<file path="config.mk">
export PLATFORM = sky130hd
export DESIGN_NAME = fetch_stage_flat
export DESIGN_NICKNAME = d
export VERILOG_FILES = /design/src/rtl/fetch_stage_if.sv /design/src/rtl/fetch_stage.sv /design/src/flat_wrapper.sv
export SDC_FILE = /design/constraint.sdc
export NUM_CORES = 1
export LEC_CHECK = 0
export BUFFER_PORTS_ARGS = -buffer_cell sky130_fd_sc_hd__buf_2
export CORE_MARGIN = 3
export CORE_UTILIZATION = 53
export CTS_BUF_LIST = sky130_fd_sc_hd__clkbuf_8
export DETAILED_ROUTE_END_ITERATION = 10
export GPL_TIMING_DRIVEN = 0
export PLACE_DENSITY = 0.82
export SLEW_MARGIN = 10
export SYNTH_ARGS = -nofsm -noshare
export SYNTH_HDL_FRONTEND = slang
export SYNTH_SLANG_ARGS = --single-unit
</file>
<file path="constraint.sdc">
create_clock -name clk -period 2.5 [get_ports clk]
set_input_delay 0.5 -clock clk [delete_from_list [all_inputs] [get_ports clk]]
set_output_delay 0.5 -clock clk [all_outputs]
set_load 0.1 [all_outputs]
</file>
<file path="src/rtl/fetch_stage_if.sv">
// Instruction memory bus between the fetch stage (master) and the
// instruction memory (slave). The memory answers combinationally with the
// word addressed by pc_out.
interface fetch_stage_if;
    logic [31:0] pc_out;
    logic [31:0] instruction;

    modport master (
        output pc_out,
        input  instruction
    );

    modport slave (
        input  pc_out,
        output instruction
    );
endinterface

</file>
<file path="src/rtl/fetch_stage.sv">
// Instruction-fetch front end. Owns the PC, presents it to instruction
// memory, and captures the returned word into the IF/ID pipeline register.
// A data-cache stall holds everything. A taken branch redirects the PC and
// flushes IF/ID. A hazard freeze holds PC and IF/ID.
// The fetch and stall counters saturate so long runs never wrap back to
// small values.
module fetch_stage #(
    parameter logic [31:0] RESET_VECTOR = 32'd0,
    parameter logic [31:0] PC_STEP      = 32'd4
) (
    input  logic          clk,
    input  logic          rst,
    input  logic          freeze,
    input  logic          mem_stall,
    input  logic          branch_taken,
    input  logic [31:0]   branch_address,
    fetch_stage_if.master imem,
    output logic [31:0]   if_id_pc,
    output logic [31:0]   if_id_instruction,
    output logic          if_id_valid,
    output logic [31:0]   fetch_count,
    output logic [31:0]   stall_count
);

    localparam logic [31:0] WORD_MASK = 32'hFFFF_FFFC;
    localparam logic [31:0] COUNT_MAX = 32'hFFFF_FFFF;

    logic [31:0] pc;
    logic [31:0] pc_plus_step;
    logic [31:0] branch_target;

    assign imem.pc_out = pc;

    // Sequential successor and word-aligned branch target; adds wrap modulo 2^32
    always_comb begin
        pc_plus_step  = (pc + PC_STEP) & WORD_MASK;
        branch_target = branch_address & WORD_MASK;
    end

    // PC, IF/ID and counters; mem_stall beats branch beats freeze beats fetch
    always_ff @(posedge clk or negedge rst) begin
        if (!rst) begin
            pc                <= RESET_VECTOR & WORD_MASK;
            if_id_pc          <= 32'd0;
            if_id_instruction <= 32'd0;
            if_id_valid       <= 1'b0;
            fetch_count       <= 32'd0;
            stall_count       <= 32'd0;
        end else if (mem_stall) begin
            if (stall_count != COUNT_MAX) begin
                stall_count <= stall_count + 32'd1;
            end
        end else if (branch_taken) begin
            pc                <= branch_target;
            if_id_pc          <= 32'd0;
            if_id_instruction <= 32'd0;
            if_id_valid       <= 1'b0;
        end else if (freeze) begin
            if (stall_count != COUNT_MAX) begin
                stall_count <= stall_count + 32'd1;
            end
        end else begin
            pc                <= pc_plus_step;
            if_id_pc          <= pc_plus_step;
            if_id_instruction <= imem.instruction;
            if_id_valid       <= 1'b1;
            if (fetch_count != COUNT_MAX) begin
                fetch_count <= fetch_count + 32'd1;
            end
        end
    end

endmodule

</file>
<file path="src/flat_wrapper.sv">
// flat-port wrapper written by rule: the top's interface ports become plain ports
module fetch_stage_flat 
#(
    parameter logic [31:0] RESET_VECTOR = 32'd0,
    parameter logic [31:0] PC_STEP      = 32'd4
)
  (clk, rst, freeze, mem_stall, branch_taken, branch_address, if_id_pc, if_id_instruction, if_id_valid, fetch_count, stall_count, imem_pc_out, imem_instruction);
  fetch_stage_if imem_i ();
  input  logic clk;
  input  logic rst;
  input  logic freeze;
  input  logic mem_stall;
  input  logic branch_taken;
  input  logic [31:0] branch_address;
  output logic [31:0] if_id_pc;
  output logic [31:0] if_id_instruction;
  output logic if_id_valid;
  output logic [31:0] fetch_count;
  output logic [31:0] stall_count;
  output wire logic [$bits(imem_i.pc_out)-1:0] imem_pc_out;
  input wire logic [$bits(imem_i.instruction)-1:0] imem_instruction;
  assign imem_pc_out = imem_i.pc_out;
  assign imem_i.instruction = imem_instruction;
  fetch_stage #(.RESET_VECTOR(RESET_VECTOR), .PC_STEP(PC_STEP)) u_core (.clk(clk), .rst(rst), .freeze(freeze), .mem_stall(mem_stall), .branch_taken(branch_taken), .branch_address(branch_address), .imem(imem_i), .if_id_pc(if_id_pc), .if_id_instruction(if_id_instruction), .if_id_valid(if_id_valid), .fetch_count(fetch_count), .stall_count(stall_count));
endmodule
</file>
==> metrics.cfg, run 1 <==
[status]
status = complete, no violations

[clocking]
clock_sinks = 157
clock_path_buffers = 2
cts_hold_buf = 0
cts_htree_levels = 4
clock_latency_ps = 440
cts_resized = 0
root_buffer = clkbuf_8
cts_made_buffers = 17
clkTransAtPathRegs_ps = 80
post_cts_buffers = 0
cts_tree = yes

[worst_hold_path]
hold_class = in2async

[timing]
skew_ps = 9.10
slew_headroom = 0.365
tightest_slew_ps = 943
rsz0062_at_grt = no
max_freq_mhz = 425
slew_viol_final = 0
finalHoldViolations = 0
setup_viol = 0
post-route-period-util = 0.942
finalCriticalPeriod_ps = 2360

[power_and_ir_drop]
p_leak_nw = 4.45
power.total_mw = 8.23
p_per_area_nw_per_um2 = 876
irDropWorstVdd_uv = 825

[worst_setup_path]
cp-start-kind = primary input
crit_buf_inv = 5
cp_top_family = buffers and inverters
path_depth = 8
r2r_cells = 5
crit_path_max_fanout = 10
crit_arrival_ps = 2720
crit_type = in2reg
crit_chain = clkbuf_1 -> inv_1 -> clkbuf_1 -> nand2_1 -> buf_2 -> buf_1 -> nand2_1 -> o21ai_0
cp-end-kind = flip-flop
crit_required_ps = 2870
crit_path_max_incr_delay_ps = 500
crit_slowest_cell = buf_1

[drt]
drt_first_pass_iters = 5
vias_per_cell = 5.81
wl_per_cell_um = 17.9
drcViolationCount = 0
vias = 6894
routed_wl_um = 21200
ant_nets = 0
drt_iter0_drc = 487

[grt]
grt_pass1_wl_um = 33800
grt_max_degree = 86
grt_antenna_before_repair = 5
first_global_vias = 6567
gr-usage-all-layers = 0.264
overflow = 0

[cells_and_area]
nFillCells = 1147
final_area_um2 = 9400
mostFrequentLayoutCells = 231 x buf_2, 129 x dfrtp_1, 74 x nand2_1
drive_gt1_frac = 0.315
multi_input_area_um2 = 3420
utilization = 0.675
final_common_cell = buf_2
regArea_um2 = 3960
final_nets = 1061
area_growth_pct = 23.9

[place]
placed_area_um2 = 9000
dp_hpwl_um = 15400
portBuffers = 221
gp_congestion = 0.897

[logic_synthesis]
synth_cell_types = 60
async_reset_ff_frac = 1.00
syn_area_per_cell_um2 = 10.2
yosysSeqAreaShare = 0.518
netlist_area_um2 = 7580
yosys_warnings = 0
synth_edf_count = 0
synthFlopType = dfrtp_1
synthCells = 745
ys_ff_latch = 157

[floorplan]
die_w_um = 126
coreArea_um2 = 13900
die_h_um = 126
dieArea_um2 = 15800
start_util = 0.544
io_pins = 230
rows = 43

[job]
drv_cap = 0

-- power breakdown --
| part | internal [mW] | switching [mW] |
|---|---|---|
| Combinational | 0.537 | 2.69 |
| Clock | 0.869 | 0.971 |
| Sequential | 2.84 | 0.329 |
| Total | 4.24 | 3.99 |
-- sequential cells by signal (all words and copies together), names as in the netlist --
| signal | count |
|---|---|
| u_core.if_id_valid | 1 |
| u_core.stall_count | 32 |
| u_core.if_id_instruction | 32 |
| u_core.imem.pc_out | 30 |
| u_core.if_id_pc | 30 |
| u_core.fetch_count | 32 |
-- final timing paths --
kind	slack, ps	to	startpoint
worst min register to register	480	u_core.if_id_pc[12]	u_core.if_id_pc[12]
max in group asynchronous	1670	u_core.imem.pc_out[11]	rst
worst min-delay path	5	u_core.stall_count[0]	rst
worst max register to register	230	u_core.imem.pc_out[15]	u_core.imem.pc_out[10]
worst max-delay path	140	u_core.if_id_pc[29]	mem_stall
min in group clk	260	u_core.if_id_instruction[28]	imem_instruction[28]
-- layout make-up --
type | instances | area share
Timing Repair Buffer | 222 | 0.122
Inverter | 9 | 0.00359
Tap cell | 180 | 0.0240
Antenna cell | 4 | 0.00106
Sequential cell | 157 | 0.422
Clock buffer | 20 | 0.0293
Multi-Input combinational cell | 536 | 0.364
Clock inverter | 12 | 0.0121
Buffer | 46 | 0.0224
-- kinds of logic after synthesis --
kind of cell,after synthesis,synth area share
AND/OR/NAND/NOR,291,0.201
flip-flops,157,0.518
AO/OA/AOI/OAI,148,0.137
XOR/XNOR,84,0.0970
buffers and inverters,55,0.0322
multiplexers,6,0.00858
adder cells (fa/ha/maj),3,0.00495
other,1,0.000494
-- through the flow --
step	std cells	hold slack [ps]	worst slack, ps	setup TNS, ps
detailed placement	1150	466	-288	-10560
CTS	1182	12.8	205	0
floorplan	748	204	2.60	0
global route	1186	25.0	12.4	0
finish	1186	4.56	145	0
global placement	1149	455	-1720	-239570
-- metal layers --
layer  vias to the layer above  track usage  wire length (µm)
met4                         2        0.110               501
li1                       3179            -                 -
met1                      3330        0.355              8780
met5                         -            0                 7
met3                        48       0.0687              1800
met2                       335        0.411             10100
-- cells in the mapped netlist, types with 7 or more instances --
| cell | count | area share |
|---|---|---|
| xor2_1 | 30 | 0.035 |
| a22o_1 | 35 | 0.040 |
| o21ai_0 | 48 | 0.032 |
| inv_1 | 9 | 0.0045 |
| and4_1 | 11 | 0.013 |
| nand4_1 | 30 | 0.025 |
| nor2_1 | 45 | 0.022 |
| nand3_1 | 43 | 0.028 |
| nor4_1 | 10 | 0.0082 |
| and2_1 | 9 | 0.0074 |
| dfrtp_1 | 157 | 0.52 |
| xnor2_1 | 54 | 0.062 |
| nand2_1 | 74 | 0.037 |
| nor3_1 | 25 | 0.016 |
| and3_1 | 17 | 0.014 |
| a21oi_1 | 14 | 0.0092 |
| o22ai_1 | 7 | 0.0058 |
| buf_2 | 11 | 0.0073 |
| clkbuf_1 | 27 | 0.013 |
-- worst reg2reg max path: stages, from the launching register on --
cell and delay (ps):
dfrtp_2 420, nand3_1 210, nor4_1 850, nand3_1 190, o311ai_0 300, o311ai_0 170
Note: power is estimated with default switching activity, not from simulation.
==> run 2: changes to the inputs <==
--- a/config.mk
+++ b/config.mk
@@ -12,5 +12,5 @@
 export DETAILED_ROUTE_END_ITERATION = 10
 export GPL_TIMING_DRIVEN = 0
-export PLACE_DENSITY = 0.82
+export PLACE_DENSITY = 0.89
 export SLEW_MARGIN = 10
 export SYNTH_ARGS = -nofsm -noshare
==> constraint.sdc (replaced) <==
create_clock -name clk -period 2.5 [get_ports clk]
set_input_delay 0.5 -clock clk [delete_from_list [all_inputs] [get_ports clk]]
set_output_delay 0.5 -clock clk [all_outputs]
set_load 0.005 [all_outputs]
==> run 2 against run 1 <==
Clock power grew 5%. Critical path depth is the same. Worst setup slack gained 43 ps. Highest routed layer unchanged.
==> metrics.cfg, run 2 (synthesized netlist as in run 1, its figures left out) <==
[status]
status = complete, no violations

[worst_hold_path]
whs_path_depth = 2
hold_class = in2reg
hp-start = imem_instruction[11]

[power_and_ir_drop]
combinationalPowerShare = 0.182
cell_internal_pwr_mw = 4.35
irDropWorstVdd_uv = 386
p_seq_frac = 0.506
swShare = 0.300
p_leak_nw = 4.51
switchingPower_mw = 1.87
clkPwrFrac = 0.313
p_per_area_nw_per_um2 = 662

[drt]
vias_per_cell = 5.89
drcViolationCount = 0
ant_nets = 0
wl_per_cell_um = 18.2
wl_met3_um = 2010
drt_first_pass_iters = 6
routed.top_layer = met5
drt-met1-wl_um = 8650
drt_iter0_drc = 600
vias = 6983
wl_met2_um = 10200
routed_wl_um = 21500

[clocking]
clkTransAtPathRegs_ps = 80
cts_made_buffers = 17
root_buffer = clkbuf_8
cts_tree = yes
clock_latency_ps = 450
clock_path_buffers = 2
clock_sinks = 157
cts_htree_levels = 4

[timing]
finalCriticalPeriod_ps = 2310
skew_ps = 9.90
fin_setup_tns_ps = 0
slew_viol_final = 0
setup_viol = 0
finalHoldViolations = 0
tightest_slew_ps = 889
post-route-period-util = 0.925
rsz0062_at_grt = no
slew_headroom = 0.402
max_freq_mhz = 432

[floorplan]
die_h_um = 126
die_w_um = 126
io_pins = 230
dieArea_um2 = 15800
coreArea_um2 = 13900
rows = 43
start_util = 0.544

[worst_setup_path]
ff2ff_setup_slack_ps = 230
cp-end-kind = flip-flop
crit_chain = clkbuf_1 -> inv_1 -> clkbuf_1 -> nand2_1 -> buf_2 -> buf_1 -> nand2_1 -> o21ai_0
crit_required_ps = 2860
r2r_start = u_core.imem.pc_out[2]
crit_path_max_fanout = 10
crit_path_max_incr_delay_ps = 470
r2r_cells = 8
crit_slowest_cell = buf_1
crit_arrival_ps = 2670
crit_type = in2reg
setup.worst_path.start = mem_stall
cp-start-kind = primary input

[cells_and_area]
area_growth_pct = 23.8
utilization = 0.674
final_common_cell = buf_2
mostFrequentLayoutCells = 231 x buf_2, 157 x dfrtp_1, 74 x nand2_1
drive_gt1_frac = 0.285
reg_top3 = u_core.fetch_count x32, u_core.if_id_instruction x32, u_core.stall_count x32
final_nets = 1062

[grt]
grt_pass1_wl_um = 34300
gr-usage-all-layers = 0.270
overflow = 0
first_global_vias = 6674
grt_antenna_before_repair = 3
grt_max_degree = 114

[job]
drv_cap = 0

[place]
gp_congestion = 0.930
dp_hpwl_um = 15600
portBuffers = 221

==> run 2: per-layer routing <==
| layer | global-route usage | vias to the layer above |
|---|---|---|
| met5 | 0 | - |
| met1 | 0.358 | 3350 |
| li1 | - | 3180 |
| met2 | 0.426 | 398 |
| met4 | 0.109 | 2 |
| met3 | 0.0717 | 53 |
==> run 2: worst paths after layout <==
path / end
max reg2reg: u_core.imem.pc_out[24]
min in group asynchronous: u_core.fetch_count[25]
min: u_core.if_id_instruction[11]
max in group asynchronous: u_core.stall_count[30]
max: u_core.if_id_pc[25]
min reg2reg: u_core.if_id_pc[19]
==> run 2: worst max-delay path: cells and delay by family <==
kind	cells	cell delay, ps
buffers and inverters	5	1610
and+or+nand+nor	2	440
AOI/OAI and AO/OA	1	110
==> run 2: stage by stage <==
step | setup slack [ps] | area [µm²] | hold WS, ps | instances | power [mW]
final | 188 | 9390 | 262 | 1185 | 6.22
after global routing | 48.6 | 9390 | 235 | 1185 | 6.52
after CTS | 149 | 9380 | 226 | 1183 | 6.24
after detailed placement | -233 | 8960 | 415 | 1150 | 4.31
after global placement | -1370 | 8930 | 456 | 1149 | 4.25
after floorplan | 440 | 7600 | 204 | 748 | 3.69
==> run 2: layout make-up <==
cell class	instances	area (µm²)
Antenna cell	2	5.00
Buffer	46	210
Clock buffer	18	248
Clock inverter	14	154
Fill cell	1084	4550
Inverter	9	33.8
Multi-Input combinational cell	536	3430
Sequential cell	157	3930
Tap cell	180	225
Timing Repair Buffer	223	1150
==> run 2: power by group through the flow <==
stage	clock network (mW)	registers (mW)	logic, mW
6_report	1.94	3.14	1.13
5_1_grt	2.07	3.20	1.25
4_1_cts	1.97	3.14	1.14
3_5_place_dp	0	3.18	1.13
3_3_place_gp	0	3.16	1.08
2_1_floorplan	0	3.16	0.534
==> run 2: repair_timing <==
action	in CTS	in global routing
buffers inserted	0	0
hold buffers	1	0
gates resized for setup	0	2
hold endpoints to repair	44	0
setup endpoints to repair	0	2
